===== config.mk =====
export PLATFORM = sky130hd
export DESIGN_NAME = template_match_score
export DESIGN_NICKNAME = d
export VERILOG_FILES = /design/src/rtl/tm_pkg.sv /design/src/rtl/tm_scan_ctrl.sv /design/src/rtl/template_match_score.sv
export SDC_FILE = /design/constraint.sdc
export NUM_CORES = 1
export LEC_CHECK = 0
export CAP_MARGIN = 20
export CORE_ASPECT_RATIO = 1.1
export CORE_MARGIN = 5
export CORE_UTILIZATION = 30
export CTS_CLUSTER_DIAMETER = 150
export DETAILED_ROUTE_END_ITERATION = 10
export PLACE_DENSITY = 0.59
export SYNTH_ARGS = -nofsm -noshare
export SYNTH_HDL_FRONTEND = slang
export SYNTH_SLANG_ARGS = --single-unit
export TNS_END_PERCENT = 20

===== constraint.sdc =====
create_clock -name clk -period 1.8 [get_ports clk]
set_input_delay 0.27 -clock clk [delete_from_list [all_inputs] [get_ports clk]]
set_output_delay 0.27 -clock clk [all_outputs]
set_load 0.02 [all_outputs]

===== src/rtl/tm_pkg.sv =====
// Shared constants and types for the template match scorer.
// Optional ink statistics are enabled with the TM_INK_HITS_EN macro.
package tm_pkg;
   localparam int   ADDR_W_DEF    = 12;
   localparam int   PIX_CNT       = 4096;
   localparam logic INK_LEVEL_DEF = 1'b0;

   typedef enum logic [1:0] {
      IDLE  = 2'd0,
      SCAN  = 2'd1,
      DRAIN = 2'd2,
      DONE  = 2'd3
   } tm_state_e;

   typedef logic [ADDR_W_DEF:0] score_t;
endpackage


===== src/rtl/tm_scan_ctrl.sv =====
// Scan sequencer: walks every address once, tags issued reads through a
// read-latency pipe and signals when the final read result lands.
//
// state | meaning
// IDLE  | waiting for start, score holds last result
// SCAN  | issuing addresses 0 .. 2**ADDR_W-1, one per clock
// DRAIN | no more issues, waiting for in-flight reads to return
// DONE  | one-cycle done pulse, score freshly loaded
module tm_scan_ctrl
   import tm_pkg::*;
#(
   parameter int ADDR_W = ADDR_W_DEF,
   parameter int RD_LAT = 1
) (
   input  logic              clk,
   input  logic              rst_n,
   input  logic              start,
   output logic              mem_ce,
   output logic [ADDR_W-1:0] mem_ad,
   output logic              tag_exit,
   output logic              clear_acc,
   output logic              load_score,
   output logic              busy,
   output logic              done
);
   localparam logic [ADDR_W-1:0] LAST_AD  = {ADDR_W{1'b1}};
   localparam logic [RD_LAT:0]   LAST_TAG = {1'b1, {RD_LAT{1'b0}}};

   tm_state_e         state_q, state_d;
   logic [ADDR_W-1:0] ad_q, ad_d;
   logic              ce_q, ce_d;
   logic [RD_LAT:0]   vld_q, vld_d;
   logic              rst_ok_q;

   // rst_ok_q keeps the first edge after reset release free of any action
   always_ff @(posedge clk or negedge rst_n) begin
      if (!rst_n) begin
         rst_ok_q <= 1'b0;
         state_q  <= IDLE;
         ad_q     <= '0;
         ce_q     <= 1'b0;
         vld_q    <= '0;
      end else begin
         rst_ok_q <= 1'b1;
         state_q  <= state_d;
         ad_q     <= ad_d;
         ce_q     <= ce_d;
         vld_q    <= vld_d;
      end
   end

   always_comb begin
      state_d    = state_q;
      ad_d       = ad_q;
      ce_d       = ce_q;
      clear_acc  = 1'b0;
      load_score = 1'b0;
      case (state_q)
         IDLE: begin
            if (start && rst_ok_q) begin
               state_d   = SCAN;
               ad_d      = '0;
               ce_d      = 1'b1;
               clear_acc = 1'b1;
            end
         end
         SCAN: begin
            if (ad_q == LAST_AD) begin
               state_d = DRAIN;
               ad_d    = '0;
               ce_d    = 1'b0;
            end else begin
               ad_d = ad_q + 1'b1;
            end
         end
         DRAIN: begin
            // only the last tag remains and it exits this cycle
            if (vld_q == LAST_TAG) begin
               state_d    = DONE;
               load_score = 1'b1;
            end
         end
         DONE:    state_d = IDLE;
         default: state_d = IDLE;
      endcase
      vld_d = {vld_q[RD_LAT-1:0], ce_d};
   end

   assign mem_ce   = ce_q;
   assign mem_ad   = ad_q;
   assign tag_exit = vld_q[RD_LAT];
   assign busy     = (state_q == SCAN) || (state_q == DRAIN);
   assign done     = (state_q == DONE);
endmodule


===== src/rtl/template_match_score.sv =====
// Template match scorer: counts pixels where template ROM and image agree.
// Define TM_INK_HITS_EN to add ink_total / ink_hits statistics outputs.
module template_match_score
   import tm_pkg::*;
#(
   parameter int   ADDR_W    = ADDR_W_DEF,
   parameter int   RD_LAT    = 1
`ifdef TM_INK_HITS_EN
   , parameter logic INK_LEVEL = INK_LEVEL_DEF
`endif
) (
   input  logic              clk,
   input  logic              rst_n,
   input  logic              start,
   output logic              mem_ce,
   output logic [ADDR_W-1:0] mem_ad,
   input  logic              rom_dout,
   input  logic              img_bit,
   output logic              busy,
   output logic              done,
   output logic [ADDR_W:0]   score
`ifdef TM_INK_HITS_EN
   , output logic [ADDR_W:0] ink_hits,
   output logic [ADDR_W:0]   ink_total
`endif
);
   logic            tag_exit, clear_acc, load_score, hit;
   logic [ADDR_W:0] acc_q, acc_d, score_q, score_d;

   tm_scan_ctrl #(.ADDR_W(ADDR_W), .RD_LAT(RD_LAT)) u_ctrl (
      .clk        (clk),
      .rst_n      (rst_n),
      .start      (start),
      .mem_ce     (mem_ce),
      .mem_ad     (mem_ad),
      .tag_exit   (tag_exit),
      .clear_acc  (clear_acc),
      .load_score (load_score),
      .busy       (busy),
      .done       (done)
   );

   // memory data is only looked at while a tag exits, so X elsewhere is masked
   assign hit = tag_exit && (rom_dout == img_bit);

   always_comb begin
      acc_d   = clear_acc ? '0 : acc_q + {{ADDR_W{1'b0}}, hit};
      score_d = load_score ? acc_q + {{ADDR_W{1'b0}}, hit} : score_q;
   end

   always_ff @(posedge clk or negedge rst_n) begin
      if (!rst_n) begin
         acc_q   <= '0;
         score_q <= '0;
      end else begin
         acc_q   <= acc_d;
         score_q <= score_d;
      end
   end

   assign score = score_q;

`ifdef TM_INK_HITS_EN
   logic            ink_t, ink_h;
   logic [ADDR_W:0] it_acc_q, it_acc_d, ih_acc_q, ih_acc_d;
   logic [ADDR_W:0] ink_total_q, ink_total_d, ink_hits_q, ink_hits_d;

   assign ink_t = tag_exit && (rom_dout == INK_LEVEL);
   assign ink_h = ink_t && (img_bit == INK_LEVEL);

   always_comb begin
      it_acc_d    = clear_acc ? '0 : it_acc_q + {{ADDR_W{1'b0}}, ink_t};
      ih_acc_d    = clear_acc ? '0 : ih_acc_q + {{ADDR_W{1'b0}}, ink_h};
      ink_total_d = load_score ? it_acc_q + {{ADDR_W{1'b0}}, ink_t} : ink_total_q;
      ink_hits_d  = load_score ? ih_acc_q + {{ADDR_W{1'b0}}, ink_h} : ink_hits_q;
   end

   always_ff @(posedge clk or negedge rst_n) begin
      if (!rst_n) begin
         it_acc_q    <= '0;
         ih_acc_q    <= '0;
         ink_total_q <= '0;
         ink_hits_q  <= '0;
      end else begin
         it_acc_q    <= it_acc_d;
         ih_acc_q    <= ih_acc_d;
         ink_total_q <= ink_total_d;
         ink_hits_q  <= ink_hits_d;
      end
   end

   assign ink_total = ink_total_q;
   assign ink_hits  = ink_hits_q;
`endif
endmodule


==> results of run 1 <==
==> final cells by class <==
type / count / share of cell area
tap: 82 / 0.0361
multi-input combinational: 140 / 0.363
clock buffer: 5 / 0.0242
inverter: 6 / 0.00793
timing repair buffer: 55 / 0.174
clock inverter: 3 / 0.0154
sequential: 43 / 0.380
==> worst paths after layout <==
check / to / depth (start not counted) / start
min in group clk: u_ctrl.vld_q[1]$_DFF_PN0_ / 0 / flop
hold reg to reg: u_ctrl.vld_q[1]$_DFF_PN0_ / 0 / flop
setup reg to reg: u_ctrl.mem_ad[10]$_DFFE_PN0P_ / 8 / u_ctrl.state_q[1]$_DFFE_PN0P_
max in group asynchronous: u_ctrl.mem_ad[1]$_DFFE_PN0P_ / 2 / rst_n
setup / recovery: u_ctrl.mem_ad[10]$_DFFE_PN0P_ / 8 / u_ctrl.state_q[1]$_DFFE_PN0P_
hold / removal: score[4]$_DFFE_PN0P_ / 2 / rst_n
==> flip-flops by register name (all words and copies together), names as in the netlist, named ones only <==
name / cells
acc_q: 13
score: 13
u_ctrl.mem_ad: 12
u_ctrl.rst_ok_q: 1
u_ctrl.state_q: 2
u_ctrl.vld_q: 1
==> through the flow <==
stage	power, mW	cell area [µm²]	worst slack, ns	hold slack (ns)	TNS [ns]
final	3.85	2840	0.0731	0.0277	0
after global routing	4.13	2840	-0.0118	0.0831	-0.0280
after CTS	3.83	2730	-0.0385	0.0546	-0.136
after detailed placement	3.06	2610	-0.464	0.390	-6.26
after global placement	3.05	2610	-0.374	0.380	-4.83
after floorplan	2.30	2060	0.0437	-0.0256	0
==> report_power, final <==
part | total [mW] | internal (mW) | switching (mW)
combinational | 1.70 | 0.824 | 0.877
clock | 0.764 | 0.414 | 0.350
sequential | 1.38 | 1.20 | 0.180
==> kinds of logic after synthesis <==
group / synth area share
mux: 0.0164
simple gates: 0.185
compound gates: 0.118
other cells: 0.00183
xor+xnor: 0.0853
fa+ha+maj: 0.0426
buf+inv: 0.0274
flops: 0.524
==> critical path: cells and delay by family, from the launching register on <==
family          cells  cell delay (ns)
xor+xnor            1             0.18
buf+inv             3             0.38
compound gates      1             0.23
fa+ha+maj           1             0.24
flops               1             0.40
simple gates        2             0.20
==> metal layers <==
metal,wire (µm),up-vias
met4,44,0
met1,1990,772
met5,0,-
met2,2240,36
li1,-,783
met3,255,6
==> what timing repair did <==
item	CTS	global route
resized for setup	3	22
pin swaps	3	9
setup endpoints to repair	11	25
setup buffers	0	0
==> cell usage in the layout (no fill, tap or decap), drive strengths merged, types with 2 or more instances in the layout <==
cell	netlist	routed
a21oi	5	5
and2	3	3
and3	4	4
and4	2	2
buf	4	24
clkbuf	2	5
clkdlybuf4s50	0	27
clkinv	0	2
dfrtp	43	43
dlymetal6s2s	0	3
ha	7	7
inv	6	6
mux2	3	3
nand2	18	18
nand2b	2	2
nand3	7	7
nor2	25	25
nor2b	3	3
nor3	4	4
nor4	3	3
o2111ai	5	5
o211ai	2	2
o21ai	14	14
or3	2	2
xnor2	11	11
xor2	9	9
==> out/qor.yml, run 1 <==
grt_start_max_net_pins: 44
ys_seq_area_frac: 0.524
finalCriticalPeriod_ns: 1.73
drc: 0
worstSetupStartpointType: "flop"
r2r_slack_ns: 0.07
power_leakage_nw: 1.28
crit_fanout: 7
p_per_area_nw_per_um2: 1350
syn_area_um2: 2050
initial_utilization: 0.310
vias: 1597
clockBufferDepth: 2
insertion_delay_ns: 0.30
hold_viol_final: 0
fillerInstances: 651
synth-edff-count: 0
drt-total-wl_mm: 4.53
met1_usage: 0.142
cpMostUsedCell: "buf_4"
status: "finished clean"
synth_largest_area_cell: "dfrtp_1"
busiest_layer: "met2"
cp-end-kind: "flop"
path_class: "reg2reg"
fin_util: 0.428
clk_pin_slew_ns: 0.09
port_buffers: 32
globalRouteOverflowTotal: 0
ys_types: 40
synthTopCellsByArea: "dfrtp_1 (52%), xnor2_1 (4.7%), nor2_1 (4.4%)"
antenna_cells: 0
synth_top_area_frac: 0.524
fin_nets: 263
cpPeakStageDelay_ns: 0.40
drt_iter0_markers: 69
peakVddDrop_uv: 809
synth_fp_nets: 207
grt_use_total: 0.112
fin_skew_ns: 0.0117
grt_pass1_vias: 1655
synthArstFlopShare: 1.00
synth_cells: 195
fmax_ghz: 0.579
dp_cells: 326
area_growth_pct: 38.3
first_pass_iters: 4
core_area_um2: 6630
yosys_most_used_dff: "dfrtp_1"
synth_common_cells: "dfrtp_1 (43), nor2_1 (24), nand2_1 (18)"
regArea_um2: 1080
cts_hold_buf: 0
row_count: 31
met2_usage: 0.186
cts-root-buf: "clkbuf_8"
avgRoutedWirePerCell_um: 13.6
die_area_um2: 8600
crit_path_cell_trace: "inv_1 -> ha_1 -> nor2b_1 -> buf_4 -> buf_4 -> o2111ai_1 -> xor2_1 -> nor2_1"
io_pins: 33
rsz0062_at_grt: "true"
arrival_ns: 1.92
hold_class: "in2async"
avgSynthCellArea_um2: 10.5
ys_warn_count: 0
numCtsBuffers: 5
place.gp.congestion: 0.739
detail-route-antenna-nets: 0
fp.dieH_um: 96.8
cpMaxStageDelayCell: "dfrtp_1"
relSlewSlack: 0.636
final_cells: 334
finalSetupViolCount: 0
cts_tree: "yes"
cts.sinks: 43
htreeDepth: 2
antenna_found_initial: 0
ys_ff_latch: 43
grt_pass1_wl_mm: 7.81
multi_input_area_um2: 1030
worst_pin_slew_ns: 0.545
finalMaxSlewViolations: 0
drive_above_1_share: 0.234
dp_hpwl_mm: 3.26
viasPerCell: 4.78
yosysMostFrequentCell: "dfrtp_1"
drv_cap: 0
die_x_um: 88.9
use_met3: 0.0340
required_ns: 1.99
finalCritPeriodShare: 0.959
No activity file was read; power rests on OpenSTA's default activity.
==> run 2, diff against run 1 <==
--- a/config.mk
+++ b/config.mk
@@ -5,7 +5,7 @@
 export SDC_FILE = /design/constraint.sdc
 export NUM_CORES = 1
 export LEC_CHECK = 0
-export CAP_MARGIN = 20
+export CAP_MARGIN = 30
 export CORE_ASPECT_RATIO = 1.1
 export CORE_MARGIN = 5
 export CORE_UTILIZATION = 30
==> results of run 2 <==
The final DEF is identical to that of run 1; final timing and power are the same.
==> run 3, diff against run 2 <==
--- a/config.mk
+++ b/config.mk
@@ -11,7 +11,7 @@
 export CORE_UTILIZATION = 30
 export CTS_CLUSTER_DIAMETER = 150
 export DETAILED_ROUTE_END_ITERATION = 10
-export PLACE_DENSITY = 0.59
+export PLACE_DENSITY = 0.58
 export SYNTH_ARGS = -nofsm -noshare
 export SYNTH_HDL_FRONTEND = slang
 export SYNTH_SLANG_ARGS = --single-unit
==> out/qor.yml, run 3 (synthesis results as in run 1) <==
final_common_cell: "dfrtp_1"  # unchanged
finalInstanceArea_um2: 2750  # was 2840 µm²
htreeDepth: 2  # unchanged
cpPeakStageDelay_ns: 0.47  # was 0.40 ns
cp-end-kind: "flop"  # unchanged
relSlewSlack: 0.658  # was 0.636
reg2reg_to: "u_ctrl.mem_ad[6]$_DFFE_PN0P_"  # was u_ctrl.mem_ad[10]$_DFFE_PN0P_
place.gp.congestion: 0.744  # was 0.739
power_leakage_nw: 1.20  # was 1.28 nW
die_area_um2: 8600  # unchanged
timing.final.ws_setup_ns: 0.0439  # was 0.0731 ns
dp_hpwl_mm: 3.25  # was 3.26 mm
clk_pin_slew_ns: 0.07  # was 0.09 ns
path_class: "in2reg"  # was reg2reg
grt_start_max_net_pins: 23  # was 44
drt-total-wl_mm: 4.29  # was 4.53 mm
finalCritPeriodShare: 0.976  # was 0.959
io_pins: 33  # unchanged
vias: 1568  # was 1597
crit_fanout: 4  # was 7
fillerInstances: 663  # was 651
rsz0062_at_grt: "true"  # unchanged
hold_path_depth: 0
r2r_slack_ns: 0.14  # was 0.07 ns
dp_cells: 324  # was 326
status: "finished clean"  # unchanged
viasPerCell: 4.71  # was 4.78
ff2ff_path_depth: 6  # was 8
port_buffers: 32  # unchanged
p_per_area_nw_per_um2: 1350  # about the same
detail-route-antenna-nets: 0  # unchanged
insertion_delay_ns: 0.30  # about the same
area_growth_pct: 34.0  # was 38.3%
layout_common_cells: "dfrtp_1 (41), clkdlybuf4s50_1 (29), nor2_1 (24)"  # was dfrtp_1 (41), clkdlybuf4s50_1 (27), nor2_1 (24)
grt_use_total: 0.110  # was 0.112
initial_utilization: 0.310  # unchanged
crit_path_cell_trace: "clkdlybuf4s50_1 -> xnor2_1 -> and2_1 -> ha_1 -> ha_1 -> nand2_1 -> nor4_2 -> xnor2_1 -> o21ai_1"  # was inv_1 -> ha_1 -> nor2b_1 -> buf_4 -> buf_4 -> o2111ai_1 -> xor2_1 -> nor2_1
dp_slack_ns: -0.370  # was -0.464 ns
cts-root-buf: "clkbuf_8"  # unchanged
fmax_ghz: 0.569  # was 0.579 GHz
grt_pass1_vias: 1613  # was 1655
drc: 0  # unchanged
post_cts_buffers: 0  # unchanged
numCtsBuffers: 5  # unchanged
cpMaxStageDelayCell: "clkdlybuf4s50_1"  # was dfrtp_1
fin_util: 0.415  # was 0.428
finalMaxSlewViolations: 0  # unchanged
drive_above_1_share: 0.191  # was 0.234
tns_ns: 0  # unchanged
required_ns: 1.97  # was 1.99 ns
placed_area_um2: 2610  # about the same
drt_iter0_markers: 36  # was 69
fin_skew_ns: 0.00944  # was 0.0117 ns
worst_pin_slew_ns: 0.513  # was 0.545 ns
first_pass_iters: 4  # unchanged
drv_cap: 0  # unchanged
final_cells: 333  # was 334
antenna_found_initial: 0  # unchanged
worstReg2RegStart: "u_ctrl.state_q[0]$_DFFE_PN0P_"  # was u_ctrl.state_q[1]$_DFFE_PN0P_
die_x_um: 88.9  # unchanged
fin_nets: 262  # was 263
peakVddDrop_uv: 699  # was 809 µV
crit_buf_inv: 1  # was 3
clockBufferDepth: 2  # unchanged
avgRoutedWirePerCell_um: 12.9  # was 13.6 µm
cts_tree: "yes"  # unchanged
holdPathEnd: "u_ctrl.vld_q[1]$_DFF_PN0_"
fp.dieH_um: 96.8  # unchanged
grt_pass1_wl_mm: 7.42  # was 7.81 mm
hold_class: "reg2reg"  # was in2async
globalRouteOverflowTotal: 0  # unchanged
worstSetupStartpointType: "input pin"  # was flop
cts.sinks: 43  # unchanged
antenna_cells: 0  # unchanged
arrival_ns: 1.93  # was 1.92 ns
finalSetupViolCount: 0  # unchanged
row_count: 31  # unchanged
hold_viol_final: 0  # unchanged
core_area_um2: 6630  # unchanged
finalCriticalPeriod_ns: 1.76  # was 1.73 ns
cp_top_family: "buffers and inverters"  # was flip-flops
-- run 3: cell types whose count changed in the layout (fill, tap and decap cells not counted), moves of 2 or more --
| cell | delta |
|---|---|
| nor3_1 | +2 |
| xnor2_2 | -2 |
| clkbuf_8 | +2 |
| buf_4 | -3 |
| clkdlybuf4s50_1 | +2 |
| xnor2_1 | +2 |
| ha_1 | +2 |
| dlymetal6s2s_1 | -2 |
| ha_4 | -2 |
-- run 3: worst max-delay path by stage --
stage / from / cells past startpoint / end / slack, ns
2_1_floorplan: u_ctrl.mem_ad[0]$_DFFE_PN0P_ / 5 / u_ctrl.state_q[1]$_DFFE_PN0P_ / 0.04
3_3_place_gp: img_bit / 9 / score[12]$_DFFE_PN0P_ / -0.34
3_5_place_dp: rom_dout / 9 / score[12]$_DFFE_PN0P_ / -0.37
4_1_cts: rom_dout / 9 / score[12]$_DFFE_PN0P_ / 0.02
5_1_grt: rom_dout / 9 / score[6]$_DFFE_PN0P_ / -0.07
6_report: rom_dout / 9 / score[12]$_DFFE_PN0P_ / 0.04
-- run 3: metrics by stage --
stage / total power [mW] / hold WS [ns]
final: 3.71 / 0.463
after global placement: 3.03 / 0.277
after global routing: 3.99 / 0.483
after detailed placement: 3.06 / 0.279
after floorplan: 2.30 / -0.0256
after CTS: 3.74 / 0.465
-- run 3: power by group --
| group | switching (mW) | internal, mW | total [mW] | leakage [nW] |
|---|---|---|---|---|
| Clock | 0.325 | 0.350 | 0.675 | 0.0515 |
| Sequential | 0.159 | 1.20 | 1.36 | 0.573 |
| Combinational | 0.875 | 0.794 | 1.67 | 0.575 |
| Total | 1.36 | 2.35 | 3.71 | 1.20 |
-- run 3: layout make-up --
cell class	instances	area (µm²)	area share
flip-flops and latches	43	1080	0.392
well taps	82	103	0.0373
repair buffers	54	497	0.180
inverters	6	22.5	0.00818
multi-input cells	140	952	0.346
clock buffers	8	100	0.0364
-- run 3: what timing repair did --
action | in CTS | in global routing
setup endpoints to repair | 3 | 22
resized for setup | 1 | 10
pin swaps | 1 | 1
hold buffers | 1 | 0
endpoints found under the hold margin | 21 | 0
-- run 3: layer usage --
metal,GRT usage,vias up,routed length [µm]
li1,-,787,-
met1,0.139,748,1910
met2,0.175,25,2110
met3,0.0263,8,201
met4,0.0453,0,74
met5,0,-,0
-- run 3: worst reg2reg max path: cells and delay by family (launching register included) --
family / cells / cell delay [ns]
simple gates: 2 / 0.27
flops: 1 / 0.42
compound gates: 2 / 0.53
fa+ha+maj: 1 / 0.26
buf+inv: 1 / 0.10
